<file path="config.mk">
export PLATFORM = sky130hd
export DESIGN_NAME = fetch_stage
export DESIGN_NICKNAME = d
export VERILOG_FILES = /design/src/rtl/fetch_stage.sv
export SDC_FILE = /design/constraint.sdc
export NUM_CORES = 1
export LEC_CHECK = 0
export ABC_CLOCK_PERIOD_IN_PS = 4700
export BUFFER_PORTS_ARGS = -buffer_cell sky130_fd_sc_hd__buf_2
export CORE_ASPECT_RATIO = 0.7
export CORE_MARGIN = 2
export CORE_UTILIZATION = 58
export DETAILED_ROUTE_END_ITERATION = 8
export GPL_TIMING_DRIVEN = 0
export PLACE_DENSITY = 0.83
export SLEW_MARGIN = 20
export SYNTH_ARGS = -nofsm -noshare
export SYNTH_HDL_FRONTEND = slang
export SYNTH_SLANG_ARGS = --single-unit
export TNS_END_PERCENT = 50
</file>
<file path="constraint.sdc">
create_clock -name clk -period 4.7 [get_ports clk]
set_input_delay 0.94 -clock clk [delete_from_list [all_inputs] [get_ports clk]]
set_output_delay 0.94 -clock clk [all_outputs]
set_load 0.05 [all_outputs]
</file>
<file path="src/rtl/fetch_stage.sv">
// fetch_stage: IF stage owning the fetch PC, issuing in-order imem requests and queueing
// responses for IF/ID. Optional macro FETCH_PERF_EN adds perf_fetched / perf_bubbles.
module fetch_stage #(
    parameter logic [31:0] RESET_PC = 32'h0000_0000,
    parameter int          QDEPTH   = 2
) (
    input  logic        clk,
    input  logic        reset,
    input  logic        StallF,
    input  logic        PCSrcE,
    input  logic [31:0] PCTargetE,
    output logic        imem_req,
    output logic [31:0] imem_addr,
    input  logic        imem_ready,
    input  logic        imem_rvalid,
    input  logic [31:0] imem_rdata,
    output logic [31:0] InstrF,
    output logic [31:0] PCF,
    output logic [31:0] PCPlus4F,
    output logic        ValidF
`ifdef FETCH_PERF_EN
    ,
    output logic [31:0] perf_fetched,
    output logic [31:0] perf_bubbles
`endif
);
    localparam int          PW    = $clog2(QDEPTH);
    localparam int          CW    = PW + 1;
    localparam logic [31:0] NOP   = 32'h0000_0013;
    localparam logic [CW:0] DEPTH = (CW + 1)'(QDEPTH);

    logic [31:0]   pc_q, pc_d;
    logic [CW-1:0] count_q, count_d;
    logic [CW-1:0] outstanding_q, outstanding_d;
    logic [CW-1:0] drop_q, drop_d;
    logic [PW-1:0] head_q, head_d;
    logic [PW-1:0] tail_q, tail_d;
    logic [PW-1:0] ipc_rd_q, ipc_rd_d;
    logic [PW-1:0] ipc_wr_q, ipc_wr_d;

    // Fetch queue {pc, instr} plus the issue-PC FIFO that tags each outstanding request
    logic [31:0] qpc_q  [QDEPTH];
    logic [31:0] qpc_d  [QDEPTH];
    logic [31:0] qins_q [QDEPTH];
    logic [31:0] qins_d [QDEPTH];
    logic [31:0] ipc_q  [QDEPTH];
    logic [31:0] ipc_d  [QDEPTH];

    logic        valid;
    logic [CW:0] in_flight;
    logic        accept;
    logic        resp;
    logic        resp_drop;
    logic        enq;
    logic        deq;
    logic [31:0] target_aligned;
    logic [31:0] head_pc;

    assign valid          = (count_q != '0);
    assign in_flight      = {1'b0, count_q} + {1'b0, outstanding_q};
    // Counting outstanding requests against queue space guarantees no overflow
    assign imem_req       = reset && !PCSrcE && (in_flight < DEPTH);
    assign imem_addr      = pc_q;
    assign accept         = imem_req && imem_ready;
    assign resp           = imem_rvalid && (outstanding_q != '0);
    assign resp_drop      = resp && (drop_q != '0);
    assign enq            = resp && !resp_drop && !PCSrcE;
    assign deq            = valid && !StallF && !PCSrcE;
    assign target_aligned = PCTargetE & 32'hFFFF_FFFC;
    assign head_pc        = qpc_q[head_q];

    assign ValidF   = valid;
    assign InstrF   = valid ? qins_q[head_q] : NOP;
    assign PCF      = valid ? head_pc : 32'h0;
    assign PCPlus4F = valid ? (head_pc + 32'd4) : 32'h0;

    always_comb begin
        pc_d          = pc_q;
        count_d       = count_q;
        outstanding_d = outstanding_q;
        drop_d        = drop_q;
        head_d        = head_q;
        tail_d        = tail_q;
        ipc_rd_d      = ipc_rd_q;
        ipc_wr_d      = ipc_wr_q;
        qpc_d         = qpc_q;
        qins_d        = qins_q;
        ipc_d         = ipc_q;

        if (resp) begin
            ipc_rd_d = ipc_rd_q + PW'(1);
        end

        if (PCSrcE) begin
            // Everything still in flight belongs to the wrong path and must be swallowed
            pc_d          = target_aligned;
            count_d       = '0;
            head_d        = '0;
            tail_d        = '0;
            outstanding_d = outstanding_q - CW'(resp);
            drop_d        = outstanding_q - CW'(resp);
        end else begin
            if (accept) begin
                pc_d            = pc_q + 32'd4;
                ipc_d[ipc_wr_q] = pc_q;
                ipc_wr_d        = ipc_wr_q + PW'(1);
            end
            if (resp_drop) begin
                drop_d = drop_q - CW'(1);
            end
            if (enq) begin
                qpc_d[tail_q]  = ipc_q[ipc_rd_q];
                qins_d[tail_q] = imem_rdata;
                tail_d         = tail_q + PW'(1);
            end
            if (deq) begin
                head_d = head_q + PW'(1);
            end
            outstanding_d = outstanding_q + CW'(accept) - CW'(resp);
            count_d       = count_q + CW'(enq) - CW'(deq);
        end
    end

    always_ff @(posedge clk or negedge reset) begin
        if (!reset) begin
            pc_q          <= RESET_PC;
            count_q       <= '0;
            outstanding_q <= '0;
            drop_q        <= '0;
            head_q        <= '0;
            tail_q        <= '0;
            ipc_rd_q      <= '0;
            ipc_wr_q      <= '0;
            for (int i = 0; i < QDEPTH; i++) begin
                qpc_q[i]  <= '0;
                qins_q[i] <= '0;
                ipc_q[i]  <= '0;
            end
        end else begin
            pc_q          <= pc_d;
            count_q       <= count_d;
            outstanding_q <= outstanding_d;
            drop_q        <= drop_d;
            head_q        <= head_d;
            tail_q        <= tail_d;
            ipc_rd_q      <= ipc_rd_d;
            ipc_wr_q      <= ipc_wr_d;
            for (int i = 0; i < QDEPTH; i++) begin
                qpc_q[i]  <= qpc_d[i];
                qins_q[i] <= qins_d[i];
                ipc_q[i]  <= ipc_d[i];
            end
        end
    end

`ifdef FETCH_PERF_EN
    logic [31:0] perf_fetched_q, perf_fetched_d;
    logic [31:0] perf_bubbles_q, perf_bubbles_d;

    always_comb begin
        perf_fetched_d = perf_fetched_q + 32'(deq);
        perf_bubbles_d = perf_bubbles_q + 32'(!valid && !StallF);
    end

    always_ff @(posedge clk or negedge reset) begin
        if (!reset) begin
            perf_fetched_q <= '0;
            perf_bubbles_q <= '0;
        end else begin
            perf_fetched_q <= perf_fetched_d;
            perf_bubbles_q <= perf_bubbles_d;
        end
    end

    assign perf_fetched = perf_fetched_q;
    assign perf_bubbles = perf_bubbles_q;
`endif

endmodule
</file>
After elaboration in Yosys (flattened, before gate mapping)

Cells that the tools add are included.
W data, S select, Z words.

Bitwise logic cells: 5
Reduce and logical (&&, ||, !) cells: 23
$add $sub $neg: 13
$lt $le $gt $ge: 7
Multiplexer cells: 29

Operator list:

| operator                | count |
|---|---|
| $mux W32                | 16 |
| $bwmux W64              | 3 |
| $add A32 B3 Y32 const B | 2 |
| $demux W32 S1           | 2 |
| $reduce_bool A2 Y1      | 7 |
| $logic_and A1 B1 Y1     | 11 |
| $ge A2 B2 Y1 const B    | 4 |
| $mux W2                 | 4 |
| $not A1 Y2              | 4 |
| $sub A2 B1 Y2           | 3 |
| $add A1 B1 Y1 const B   | 4 |
| $add A2 B1 Y2           | 2 |
| $lt A2 B1 Y1 const B    | 2 |
| $mux W1                 | 4 |
| $reduce_and A2 Y1       | 2 |
| $add A2 B2 Y3           | 1 |
| $logic_not A1 Y1        | 3 |
| $lt A3 B2 Y1 const B    | 1 |
| $sub A2 B1 Y2 const B   | 1 |
| $not A1 Y1              | 1 |

Input port bits: 70
Logic and storage cells: 91
Bits in registers: 234

Depth between registers and ports, before layout

Gate-level depths: netlist of the first run.

Depth after elaboration: 9
Gate-level depth with buffers: 12

Worst setup path after synthesis of the first run

Ideal clock, no wire load.

Path type: reg-to-output
From: register head_q
To: output port PCPlus4F[30]
Path buffers: 4
Slack: -0.080 ns
Data arrival time: 3.840 ns
Data required time: 3.760 ns
Cell stages (with the launch flop): 10
Cells stage by stage: dfrtp_1 buf_2 buf_1 buf_2 mux2_2 ha_1 o211a_1 nand4_1 clkbuf_1 o41ai_1

Longest elaborated chain between the ends: 6

Ends and longest elaborated chain:

| item                                         | line | text |
|---|---|---|
| start, declared                              | 36   | `logic [PW-1:0] head_q, head_d;` |
| start signal, assigned                       | 130  | `head_q <= '0;` |
| start signal, assigned                       | 144  | `head_q <= head_d;` |
| $not A1 Y2 (implied by the code)             | 70   | `assign head_pc = qpc_q[head_q];` |
| $mux W32 (implied by the code) (3 in series) | 70   |  |
| $add A32 B3 Y32                              | 75   | `assign PCPlus4F = valid ? (head_pc + 32'd4) : 32'h0;` |
| $mux W32                                     | 75   |  |
| end, declared                                | 19   | `output logic [31:0] PCPlus4F,` |

No other way between the ends. The select of a mux whose other input is x is not followed.

Worst setup path in the final report of the first run

From: register head_q
To: output port PCPlus4F[9]

The elaborated chain is that of the path after synthesis.

==> reports/metrics.sh, run 1 <==
SETUP_VIOLATIONS=0
LAYOUT.CELLS.MOST_COMMON_LIST='sky130_fd_sc_hd__dfrtp_1, sky130_fd_sc_hd__buf_2, sky130_fd_sc_hd__nor2_1, sky130_fd_sc_hd__mux2_2, sky130_fd_sc_hd__mux2i_1'
YS_SEQ_ELEMENTS=224
SUM_OF_OVERFLOW_ACROSS_ALL_LAYERS_AFTER_GLOBAL_ROUTING=0
GRT_MAX_DEGREE=83
ROUTABILITY_CONGESTION_ESTIMATE=0.883
CLOCK_TREE.HTREE_LEVEL_COUNT=1
SYNTH_LARGEST_AREA_CELL='sky130_fd_sc_hd__dfrtp_1'
CORE_REGION_AREA_UM2=19100
DIE-AREA_UM2=20700
MAX-CAP-VIOLATIONS=0
FINAL.SETUP.TNS_NS=0
CTS_ROOT_BUF='sky130_fd_sc_hd__clkbuf_16'
CTS_SETUP_BUFFERS=0
FIRST_GLOBAL_VIAS=8983
NUMCTSBUFFERS=23
WORSTSETUPSTARTPOINTTYPE='flop'
HOLDCRITPATHCLASS='input pin to async pin'
DRT_FIRST_ITER_VIOLATIONS=877
YOSYSUNIQUECELLTYPES=67
SYNTH_TOP_CELL_AREA_SHARE_PCT=49.3
CLOCK.FMAX_GHz=0.226
ANTENNA_FOUND_INITIAL=0
SYNTH-ASYNC-RESET-RATIO_PCT=100
TOP_FLIP_FLOP_CELL_BY_INSTANCE_COUNT_AFTER_SYNTHESIS='sky130_fd_sc_hd__dfrtp_1'
LAYOUT.NETS=1391
ARRIVAL_NS=3.49
POSTSYNTHCELLCOUNT=1091
SLEW_WORST_PIN_NS=0.920
WIRE_LENGTH_OF_THE_FIRST_GLOBAL_ROUTING_PASS_UM=48400
TIMING_MAX_TRANSITION_VIOLATIONS_FINAL=0
AREAGROWTHSYNTHTOFINISH_PCT=18.1
TRITONCTS='built'
DPL_WORST_SLACK_NS=0.0870
UNREPAIRED_SETUP_ENDPOINTS_AFTER_GLOBAL_ROUTING='false'
WORST-SETUP-PATH-TYPE='flop to output port'
START_UTIL_PCT=59.6
WORST_SKEW_NS=0.00943
FILLCELL_TOTAL=1420
ROUTED_WIRE_LENGTH_PER_INSTANCE_UM=19.4
POSTLAYOUTSETUPSLACKWORST_NS=0.266
HPWLAFTERDP_UM=22700
VDD_DROP_MAX_uV=251
ANTENNA_LEFT=0
DRT-TOTAL-WL_UM=30800
P_LEAK_nW=6.28
VIA_COUNT=9571
SEQ_AREA_FRAC_SYNTH_PCT=49.3
CHIPWIDTH_UM=171
RUN_STATUS='finished clean'
CHIPHEIGHT_UM=121
DR_DRC_COUNT=0
PORT_BUFFERS=191
DIODES=0
SYN_AREA_PER_CELL_UM2=10.4
CRITICAL_PATH.MAX_FANOUT=28
IOS=200
SETUP.WORST_PATH.END_CLASS='output port'
PWR_DENSITY_CELL_nW_PER_UM2=653
CTS_BUFFER_DEPTH=3
GRT_USE_TOTAL_PCT=30.0
TIMING.CRITICAL_PATH.REQUIRED_NS=3.76
FIRSTDRTPASSITERS=7
YOSYSWARNINGCOUNT=0
FINAL_CORE_UTILIZATION_PCT=70.3
CTS_SINKS=224
TIMING.FINAL.CRIT_SHARE_PCT=94.3
SYNTH_TOP_AREA_CELLS='sky130_fd_sc_hd__dfrtp_1, sky130_fd_sc_hd__mux2_2, sky130_fd_sc_hd__mux2i_1'
CLOCK_LATENCY_NS=0.50
SLEW_HEADROOM_PCT=38.7
VIAS_PER_CELL=6.03
NUMBER_OF_ENDPOINTS_WITH_NEGATIVE_HOLD_SLACK_IN_THE_FINAL_REPORT=0
SHARE_OF_LAYOUT_CELLS_ABOVE_DRIVE_STRENGTH_1_PCT=28.9
COMBINED_AREA_OF_ALL_SYNTHESIZED_CELLS_UM2=11400
SYNTH_EDF_COUNT=0
REG2REG_SETUP_SLACK_NS=1.25
CTS.CLK_SLEW.WORST_PATHS_NS=0.06
MOSTFREQUENTLAYOUTCELL='sky130_fd_sc_hd__dfrtp_1'
TIMING.FINAL.CRIT_PERIOD_NS=4.43
NUM_ROWS=42
-- critical path, cell delays in order, from the launching register on --
cell                        delay (ns)
sky130_fd_sc_hd__dfrtp_1          0.54
sky130_fd_sc_hd__buf_4            0.39
sky130_fd_sc_hd__nand4_1          0.17
sky130_fd_sc_hd__a2bb2oi_1        0.46
sky130_fd_sc_hd__clkbuf_1         0.45
sky130_fd_sc_hd__a311oi_1         0.16
sky130_fd_sc_hd__a2111oi_0        0.45
sky130_fd_sc_hd__buf_2            0.37
-- power breakdown --
group | internal (mW) | total, mW | leakage [nW] | switching (mW)
sequential | 2.73 | 3.37 | 2.81 | 0.633
combinational | 1.33 | 3.71 | 3.14 | 2.38
clock | 0.958 | 1.69 | 0.339 | 0.727
total | 5.02 | 8.76 | 6.28 | 3.74
-- synthesized netlist by cell type, types with 7 or more instances --
cell	count
sky130_fd_sc_hd__mux2i_1	84
sky130_fd_sc_hd__and3_1	7
sky130_fd_sc_hd__nand3_1	32
sky130_fd_sc_hd__xor2_1	8
sky130_fd_sc_hd__buf_1	11
sky130_fd_sc_hd__xnor2_1	13
sky130_fd_sc_hd__dfrtp_1	224
sky130_fd_sc_hd__nor2_1	143
sky130_fd_sc_hd__buf_2	20
sky130_fd_sc_hd__nand4_1	17
sky130_fd_sc_hd__clkbuf_1	36
sky130_fd_sc_hd__o31ai_1	9
sky130_fd_sc_hd__nand2_1	83
sky130_fd_sc_hd__and2_1	11
sky130_fd_sc_hd__nor3_1	8
sky130_fd_sc_hd__mux2_2	120
sky130_fd_sc_hd__nand2b_1	9
sky130_fd_sc_hd__nor2b_1	8
sky130_fd_sc_hd__o311ai_0	9
sky130_fd_sc_hd__o21ai_0	45
sky130_fd_sc_hd__ha_1	8
sky130_fd_sc_hd__inv_1	18
sky130_fd_sc_hd__nand3b_1	8
sky130_fd_sc_hd__a21oi_1	71
-- kinds of logic after synthesis --
kind of cell | Yosys count | synth area share (%)
adders and majority gates | 9 | 1.06
other | 1 | 0.0330
muxes | 204 | 19.3
DFF | 224 | 49.3
AOI/OAI and AO/OA | 185 | 10.0
and+or+nand+nor | 355 | 15.1
xor gates and xnor gates | 21 | 1.62
buffers and inverters | 92 | 3.52
-- path summary, 6_finish.rpt --
check	start	endpoint	depth (start not counted)
worst max-delay path	head_q$_DFFE_PN0P_	PCPlus4F[9]	7
worst min-delay path	reset	qpc_q[30]$_DFFE_PN0P_	1
worst max register to register	outstanding_q[0]$_DFF_PN0_	outstanding_q[1]$_DFF_PN0_	12
worst min register to register	ipc_q[22]$_DFFE_PN0P_	ipc_q[22]$_DFFE_PN0P_	2
max in group asynchronous	reset	ipc_q[38]$_DFFE_PN0P_	2
min in group clk	ipc_q[22]$_DFFE_PN0P_	ipc_q[22]$_DFFE_PN0P_	2
-- metal layers --
metal	routed length, um	track usage (%)	vias to the layer above
li1	-	-	4313
met1	14300	46.8	4709
met2	13200	44.0	499
met3	2850	5.74	50
met4	495	5.83	0
met5	0	0	-
-- sequential cells by signal, indices dropped and copies added, names as in the netlist --
name and count:
ipc_q 60, count_q 2, drop_q 2, outstanding_q 2, ipc_rd_q 1, ipc_wr_q 1, head_q 1, qins_q 64
tail_q 1, qpc_q 60, imem_addr 30
-- stage by stage --
stage | cell area, um^2 | total power [mW] | hold WS, ns | instances
6_report | 13400 | 8.76 | 0.397 | 1587
5_1_grt | 13400 | 9.25 | 0.456 | 1587
3_5_place_dp | 12700 | 7.03 | 0.470 | 1553
3_3_place_gp | 12700 | 6.89 | 0.461 | 1551
2_1_floorplan | 11400 | 6.00 | 0.449 | 1096
4_1_cts | 13400 | 8.74 | 0.430 | 1588
-- final cells by class --
cell class / instances / area [um^2] / area share (%)
inverter: 18 / 67.6 / 0.504
clock buffer: 31 / 646 / 4.81
buffer: 72 / 328 / 2.44
sequential: 224 / 5610 / 41.8
multi-input combinational: 780 / 5380 / 40.1
clock inverter: 5 / 35.0 / 0.261
timing repair buffer: 193 / 1020 / 7.61
tap: 264 / 330 / 2.46
-- timing repair --
item                                    CTS  global route
hold buffers                              0             0
endpoints found under the setup margin    9             8
resized for setup                         1             2
endpoints found under the hold margin     0             0
Note: power is estimated with default switching activity, not from simulation.
==> run 2: changes to the inputs <==
--- a/config.mk
+++ b/config.mk
@@ -5,14 +5,14 @@
 export SDC_FILE = /design/constraint.sdc
 export NUM_CORES = 1
 export LEC_CHECK = 0
-export ABC_CLOCK_PERIOD_IN_PS = 4700
+export ABC_CLOCK_PERIOD_IN_PS = 4000
 export BUFFER_PORTS_ARGS = -buffer_cell sky130_fd_sc_hd__buf_2
 export CORE_ASPECT_RATIO = 0.7
 export CORE_MARGIN = 2
-export CORE_UTILIZATION = 58
+export CORE_UTILIZATION = 51
 export DETAILED_ROUTE_END_ITERATION = 8
 export GPL_TIMING_DRIVEN = 0
-export PLACE_DENSITY = 0.83
+export PLACE_DENSITY = 0.78
 export SLEW_MARGIN = 20
 export SYNTH_ARGS = -nofsm -noshare
 export SYNTH_HDL_FRONTEND = slang
==> constraint.sdc (replaced) <==
create_clock -name clk -period 4 [get_ports clk]
set_input_delay 0.8 -clock clk [delete_from_list [all_inputs] [get_ports clk]]
set_output_delay 0.8 -clock clk [all_outputs]
set_load 0.05 [all_outputs]
==> reports/metrics.sh, run 2 (synthesis results as in run 1) <==
RUN_STATUS='finished clean'
CTS_HOLD_REPAIR.BUFFERS=0
IOS=200
AREAGROWTHSYNTHTOFINISH_PCT=19.8
CTS.CLK_SLEW.WORST_PATHS_NS=0.06
FIRSTDRTPASSITERS=8
PORT_BUFFERS=191
VDD_DROP_MAX_uV=341
CRITICAL-PATH-TOP-CELL-BY-COUNT='sky130_fd_sc_hd__buf_4'
MOSTFREQUENTLAYOUTCELL='sky130_fd_sc_hd__dfrtp_1'
SLEW_HEADROOM_PCT=43.3
CRIT_CHAIN='buf_4 > buf_4 > mux2_2 > ha_4 > o211a_4 > nand4_1 > buf_4 > nor3b_1 > mux2_2 > buf_2'
REGMOSTFLOPS='qins_q'
START_UTIL_PCT=52.2
CHIPWIDTH_UM=182
DETAIL_ROUTE.WIRELENGTH.MET1_UM=14700
CRITPATHMAXSTAGEDELAY_NS=0.42
GRT_USE_TOTAL_PCT=27.0
LAYOUT.CELLS.MOST_COMMON_LIST='sky130_fd_sc_hd__dfrtp_1, sky130_fd_sc_hd__buf_2, sky130_fd_sc_hd__nor2_1, sky130_fd_sc_hd__mux2_2, sky130_fd_sc_hd__mux2i_1'
WIRE_LENGTH_OF_THE_FIRST_GLOBAL_ROUTING_PASS_UM=49900
SHARE_OF_LAYOUT_CELLS_ABOVE_DRIVE_STRENGTH_1_PCT=30.1
PWR_DENSITY_CELL_nW_PER_UM2=768
MAX-CAP-VIOLATIONS=0
GRT_MAX_DEGREE=94
NUM_ROWS=45
DRT_FIRST_ITER_VIOLATIONS=833
FINAL.SETUP.TNS_NS=0
DPL_WORST_SLACK_NS=-0.514
CLOCK.FMAX_GHz=0.256
TIMING.FINAL.CRIT_SHARE_PCT=97.6
SUM_OF_OVERFLOW_ACROSS_ALL_LAYERS_AFTER_GLOBAL_ROUTING=0
ARRIVAL_NS=3.10
P_LEAK_nW=6.35
TIMING.FINAL.CRIT_PERIOD_NS=3.90
DRT-TOTAL-WL_UM=31800
CLOCK_LATENCY_NS=0.50
HPWLAFTERDP_UM=22900
DR_DRC_COUNT=0
REG2REG_SETUP_SLACK_NS=0.62
TIMING_MAX_TRANSITION_VIOLATIONS_FINAL=0
LARGEST_REGISTER_FF_COUNT=64
TRITONCTS='built'
PLACED_AREA_UM2=12800
CRIT-REG2REG-CAPTURE='outstanding_q[1]$_DFF_PN0_'
ANTENNA_FOUND_INITIAL=0
FIN_WORST_HOLD_SLACK_NS=0.252
CORE_REGION_AREA_UM2=21800
SETUP.WORST_PATH.END_CLASS='output port'
UNREPAIRED_SETUP_ENDPOINTS_AFTER_GLOBAL_ROUTING='true'
R2R_PATH_START='outstanding_q[0]$_DFF_PN0_'
CLOCK_TREE.HTREE_LEVEL_COUNT=1
POWER.TOTAL_mW=10.5
NUMCTSBUFFERS=22
WORST_SKEW_NS=0.00910
WORSTSETUPSTARTPOINTTYPE='flop'
TIMING.CRITICAL_PATH.REQUIRED_NS=3.20
VIAS_PER_CELL=5.90
POSTLAYOUTSETUPSLACKWORST_NS=0.0969
NUMBER_OF_ENDPOINTS_WITH_NEGATIVE_HOLD_SLACK_IN_THE_FINAL_REPORT=0
CTS_ROOT_BUF='sky130_fd_sc_hd__clkbuf_16'
CTS_SINKS=224
SLEW_WORST_PIN_NS=0.851
FIRST_GLOBAL_VIAS=9130
VIA_COUNT=9527
HOLDCRITPATHCLASS='input pin to async pin'
WL_MET2_UM=14000
LAYOUT.NETS=1398
ANTENNA_LEFT=0
ROUTED_WIRE_LENGTH_PER_INSTANCE_UM=19.7
DIE-AREA_UM2=23500
WL_MET3_UM=2820
CRITICAL_PATH.MAX_FANOUT=10
CHIPHEIGHT_UM=129
SLOWEST_CELL_ON_THE_CRITICAL_PATH='sky130_fd_sc_hd__dfrtp_2'
ROUTABILITY_CONGESTION_ESTIMATE=0.917
WORST-SETUP-PATH-TYPE='flop to output port'
FILLCELL_TOTAL=1772
FIN_AREA_UM2=13600
WORST_REG_TO_REG_CELLS=12
CTS_BUFFER_DEPTH=3
DIODES=0
HIGHEST-SIGNAL-LAYER='met4'
TOP_REGS='qins_q: 64 flops, ipc_q: 60 flops, qpc_q: 60 flops'
SETUP_VIOLATIONS=0
-- run 2: cell types whose count changed in the layout (fill, tap and decap cells not counted), moves of 2 or more --
cell,delta
sky130_fd_sc_hd__clkbuf_1,-2
sky130_fd_sc_hd__buf_4,+6
sky130_fd_sc_hd__clkbuf_8,+2
sky130_fd_sc_hd__clkbuf_4,+2
-- run 2: repair_timing --
item	4_1_cts	5_1_grt
resized for setup	10	9
setup endpoints to repair	15	27
setup buffers	2	3
pin swaps	1	2
gates cloned	0	2
-- run 2: power breakdown --
part | internal (mW) | total, mW | switching, mW
logic | 1.59 | 4.43 | 2.84
registers | 3.21 | 3.97 | 0.760
clock network | 1.20 | 2.05 | 0.849
total | 6.00 | 10.5 | 4.45
-- run 2: layout make-up --
type	count	area (um^2)	area share, %
clock inverters	5	52.6	0.386
flip-flops and latches	224	5610	41.2
plain buffers	73	345	2.54
multi-input cells	780	5440	39.9
well taps	282	353	2.59
clock buffers	32	659	4.84
repair buffers	200	1090	8.03
inverters	18	67.6	0.496
-- run 2: through the flow --
step	util [%]	std cells
after floorplan	-	1096
after global placement	58.3	1569
after detailed placement	58.6	1571
after CTS	62.1	1609
after global routing	62.5	1614
final	62.5	1614
-- run 2: how the worst max path moves through the flow --
stage	from	to	slack (ns)	cells after the start
after floorplan	head_q$_DFFE_PN0P_	PCPlus4F[18]	-0.23	9
after global placement	reset	outstanding_q[1]$_DFF_PN0_	-3.05	11
after detailed placement	head_q$_DFFE_PN0P_	PCPlus4F[26]	-0.51	11
after CTS	head_q$_DFFE_PN0P_	PCPlus4F[9]	0.01	8
after global routing	count_q[1]$_DFF_PN0_	InstrF[6]	-0.009	5
final	head_q$_DFFE_PN0P_	PCPlus4F[20]	0.1	10
-- run 2: critical path: cells and delay by family (launching register included) --
kind / cells / cell delay, ns
AO/OA/AOI/OAI: 1 / 0.21
adder cells (fa/ha/maj): 1 / 0.17
buffers and inverters: 4 / 0.78
flip-flops: 1 / 0.42
multiplexers: 2 / 0.66
AND/OR/NAND/NOR: 2 / 0.35
-- run 2: metal layers --
layer	up-vias	global-route usage [%]
li1	4312	-
met1	4738	40.6
met2	439	41.4
met3	38	5.58
met4	0	4.17
met5	-	0
==> run 3: changes to the inputs <==
--- a/config.mk
+++ b/config.mk
@@ -5,6 +5,7 @@
 export SDC_FILE = /design/constraint.sdc
 export NUM_CORES = 1
 export LEC_CHECK = 0
+export ABC_AREA = 1
 export ABC_CLOCK_PERIOD_IN_PS = 4000
 export BUFFER_PORTS_ARGS = -buffer_cell sky130_fd_sc_hd__buf_2
 export CORE_ASPECT_RATIO = 0.7
@@ -12,7 +13,7 @@
 export CORE_UTILIZATION = 51
 export DETAILED_ROUTE_END_ITERATION = 8
 export GPL_TIMING_DRIVEN = 0
-export PLACE_DENSITY = 0.78
+export PLACE_DENSITY = 0.77
 export SLEW_MARGIN = 20
 export SYNTH_ARGS = -nofsm -noshare
 export SYNTH_HDL_FRONTEND = slang
==> constraint.sdc (replaced) <==
create_clock -name clk -period 4 [get_ports clk]
set_input_delay 0.2 -clock clk [delete_from_list [all_inputs] [get_ports clk]]
set_output_delay 0.2 -clock clk [all_outputs]
set_load 0.05 [all_outputs]
==> reports/metrics.sh, run 3 <==
CRITPATHMAXSTAGEDELAY_NS=0.45
SEQUENTIAL_AREA_UM2=5610
FILLCELL_TOTAL=2023
SYNTH-SIMPLE-AREA-SHARE_PCT=25.6
TIMING_MAX_TRANSITION_VIOLATIONS_FINAL=0
SHARE_OF_LAYOUT_CELLS_ABOVE_DRIVE_STRENGTH_1_PCT=16.1
DIODES=0
YS_SEQ_ELEMENTS=224
RUN_STATUS='finished clean'
WORST_REG_TO_REG_CELLS=12
IOS=200
CRITICAL_PATH.MAX_FANOUT=10
DR_DRC_COUNT=0
GRT_MAX_DEGREE=92
PLACED_AREA_UM2=13100
DRT-TOTAL-WL_UM=35900
COMBINED_AREA_OF_ALL_SYNTHESIZED_CELLS_UM2=11700
SYNTH_TOP_CELL_AREA_SHARE_PCT=48.1
CTS.CLK_SLEW.WORST_PATHS_NS=0.07
FIN_WORST_HOLD_SLACK_NS=0.0166
CORE_REGION_AREA_UM2=22600
SYNTH_EDF_COUNT=0
ANTENNA_FOUND_INITIAL=0
CRITICAL-PATH-TOP-CELL-BY-COUNT='sky130_fd_sc_hd__nand2_1'
PWR_DENSITY_CELL_nW_PER_UM2=669
POSTLAYOUTSETUPSLACKWORST_NS=0.595
TIMING.FINAL.CRIT_PERIOD_NS=3.40
SETUP.WORST_PATH.END_CLASS='output port'
REGMOSTFLOPS='qins_q'
VIA_COUNT=11800
RELATIVE_CONTRIBUTION_OF_COMBINATIONAL_CELLS_TO_TOTAL_POWER_PCT=38.9
LAYOUT.NETS=1927
ROUTABILITY_CONGESTION_ESTIMATE=0.927
WORST_SKEW_NS=0.0137
LAYOUT.CELLS.MOST_COMMON_LIST='sky130_fd_sc_hd__nand2_1, sky130_fd_sc_hd__dfrtp_1, sky130_fd_sc_hd__buf_2, sky130_fd_sc_hd__o21ai_0, sky130_fd_sc_hd__inv_1'
SEQUENTIALPOWERSHARE_PCT=37.3
ARRIVAL_NS=3.20
SYNTH-ASYNC-RESET-RATIO_PCT=100
TOP_REGS='qins_q: 64 flops, ipc_q: 60 flops, qpc_q: 60 flops'
CLOCK.FMAX_GHz=0.294
FIN_AREA_UM2=14500
R2R_PATH_START='outstanding_q[0]$_DFF_PN0_'
HOLDCRITPATHCLASS='input pin to flop'
NUM_ROWS=46
AREA_SHARE_OF_XOR_XNOR_CELLS_IN_THE_SYNTHESIZED_DESIGN_PCT=1.13
COMPLEX_GATE_FRACTION_OF_THE_SYNTHESIZED_AREA_PCT=12.6
SETUP_VIOLATIONS=0
DRT_FIRST_ITER_VIOLATIONS=1326
GRT_USE_TOTAL_PCT=29.6
CHIPHEIGHT_UM=130
REG2REG_SETUP_SLACK_NS=1.16
SLEW_WORST_PIN_NS=0.774
AREAGROWTHSYNTHTOFINISH_PCT=24.4
SYNTH_FA_HA_AREA_SHARE_PCT=1.03
INTERNAL-POWER_mW=5.61
SYN_AREA_PER_CELL_UM2=7.46
YOSYSWARNINGCOUNT=0
ROUTED_WIRE_LENGTH_PER_INSTANCE_UM=16.5
WORST_HOLD_PATH.ENDPOINT='imem_addr[20]$_DFFE_PN0P_'
CRIT_CHAIN='buf_2 > o21ai_0 > inv_1 > ha_1 > nand2_1 > nor2_2 > nand2_1 > nor2_4 > nand2_2 > nor2_1 > nand2_1 > nand2_1 > buf_2'
TRITONCTS='built'
CLOCK_LATENCY_NS=0.52
NUMBER_OF_ENDPOINTS_WITH_NEGATIVE_HOLD_SLACK_IN_THE_FINAL_REPORT=0
TIMING.CRITICAL_PATH.REQUIRED_NS=3.80
SLOWEST_CELL_ON_THE_CRITICAL_PATH='sky130_fd_sc_hd__dfrtp_1'
CTS_BUFFER_DEPTH=3
POWER.TOTAL_mW=9.70
POST_CTS.RESIZED_INSTANCES=0
ANTENNA_LEFT=0
P_LEAK_nW=7.46
PORT_BUFFERS=191
FINAL.SETUP.TNS_NS=0
SUM_OF_OVERFLOW_ACROSS_ALL_LAYERS_AFTER_GLOBAL_ROUTING=0
CHIPWIDTH_UM=185
FIRST_GLOBAL_VIAS=10800
LARGEST_REGISTER_FF_COUNT=64
CTS_SINKS=224
WORSTSETUPSTARTPOINTTYPE='flop'
YOSYSUNIQUECELLTYPES=38
CRIT-REG2REG-CAPTURE='outstanding_q[1]$_DFF_PN0_'
HPWLAFTERDP_UM=25700
HP-START='PCTargetE[20]'
CTS_ROOT_BUF='sky130_fd_sc_hd__clkbuf_16'
NUMCTSBUFFERS=23
TOP_FLIP_FLOP_CELL_BY_INSTANCE_COUNT_AFTER_SYNTHESIS='sky130_fd_sc_hd__dfrtp_1'
UNREPAIRED_SETUP_ENDPOINTS_AFTER_GLOBAL_ROUTING='false'
VIAS_PER_CELL=5.40
TIMING.FINAL.CRIT_SHARE_PCT=85.1
SYNTH_LARGEST_AREA_CELL='sky130_fd_sc_hd__dfrtp_1'
MULTI_INPUT_AREA_UM2=5070
MAX-CAP-VIOLATIONS=0
FINAL-INSTANCE-COUNT-EXCL-FILL=2177
POSTSYNTHCELLCOUNT=1563
SEQ_AREA_FRAC_SYNTH_PCT=48.1
DIE-AREA_UM2=24100
VDD_DROP_MAX_uV=385
START_UTIL_PCT=51.7
SYNTH_TOP_AREA_CELLS='sky130_fd_sc_hd__dfrtp_1, sky130_fd_sc_hd__nand2_1, sky130_fd_sc_hd__o21ai_0'
DP_CELLS=2073
CRITPATHTOPFAMILY='simple AND/OR/NAND/NOR gates'
SYNTH_TOP_FAMILY_BY_AREA='simple AND/OR/NAND/NOR gates'
POWER.SHARE.SWITCHING_PCT=42.1
MOSTFREQUENTLAYOUTCELL='sky130_fd_sc_hd__nand2_1'
LIBRARY_CELL_WITH_THE_HIGHEST_INSTANCE_COUNT_AFTER_SYNTHESIS='sky130_fd_sc_hd__nand2_1'
NET_LOAD_SWITCHING_POWER_mW=4.08
WIRE_LENGTH_OF_THE_FIRST_GLOBAL_ROUTING_PASS_UM=56200
FINAL_CORE_UTILIZATION_PCT=64.3
SLEW_HEADROOM_PCT=48.4
MIN_PATH_CELLS=4
SYNTH.AREA.MUX_SHARE_PCT=2.90
CLOCK_TREE.HTREE_LEVEL_COUNT=1
PWR-SHARE-CLK_PCT=23.7
TOP_CELLS_BY_INSTANCE_COUNT_AFTER_SYNTHESIS='sky130_fd_sc_hd__nand2_1, sky130_fd_sc_hd__dfrtp_1, sky130_fd_sc_hd__o21ai_0, sky130_fd_sc_hd__inv_1, sky130_fd_sc_hd__nor2_1'
TIMING.CRITICAL_PATH.BUF_INV=3
FIRSTDRTPASSITERS=7
WORST-SETUP-PATH-TYPE='flop to output port'
DPL_WORST_SLACK_NS=1.14
## run 3: timing repair
item | CTS | global route
setup buffers | 0 | 0
hold buffers | 62 | 0
hold endpoints to repair | 141 | 0
## run 3: cell families (layout without fill, tap and decap cells)
family	Yosys count	count (layout)
mux	30	30
simple gates	749	749
buf+inv	252	549
xor+xnor	15	15
other cells	1	6
compound gates	283	283
fa+ha+maj	9	9
flops	224	224
## run 3: routing by layer
layer / share of wire [%] / vias up / wire length, um / GRT usage (%)
met3: 9.9 / 70 / 3540 / 4.71
met1: 44 / 5609 / 15900 / 45.4
met5: 0 / - / 0 / 0
met2: 44 / 576 / 15800 / 44.5
met4: 2.0 / 0 / 716 / 6.26
li1: - / 5497 / - / -
## run 3: final cells by class
type / instances / share of cell area, %
sequential: 224 / 38.7
multi-input combinational: 1092 / 34.9
timing repair buffer: 255 / 11.3
inverter: 172 / 4.45
clock buffer: 29 / 4.26
tap: 312 / 2.69
buffer: 80 / 2.45
clock inverter: 13 / 1.23
## run 3: worst max path at each step
| stage | cells after the start | slack [ns] | end | startpoint |
|---|---|---|---|---|
| 6_report | 13 | 0.60 | PCPlus4F[26] | head_q$_DFFE_PN0P_ |
| 5_1_grt | 13 | 0.42 | PCPlus4F[26] | head_q$_DFFE_PN0P_ |
| 4_1_cts | 13 | 0.66 | PCPlus4F[26] | head_q$_DFFE_PN0P_ |
| 3_5_place_dp | 12 | 1.14 | outstanding_q[1]$_DFF_PN0_ | outstanding_q[0]$_DFF_PN0_ |
| 3_3_place_gp | 11 | -2.15 | outstanding_q[1]$_DFF_PN0_ | reset |
| 2_1_floorplan | 12 | 0.91 | outstanding_q[1]$_DFF_PN0_ | outstanding_q[0]$_DFF_PN0_ |
## run 3: power groups by stage
stage	Combinational [mW]	Clock, mW	Sequential (mW)
final	3.77	2.30	3.62
after global routing	4.15	2.40	3.72
after CTS	3.73	2.32	3.60
after detailed placement	3.65	0	3.63
after global placement	3.56	0	3.59
after floorplan	2.53	0	3.68
## run 3: worst min-delay path, stage by stage
cell and delay, ns:
sky130_fd_sc_hd__buf_2 0.09, sky130_fd_sc_hd__nand2_1 0.04, sky130_fd_sc_hd__o21ai_0 0.06, sky130_fd_sc_hd__o21bai_1 0.10
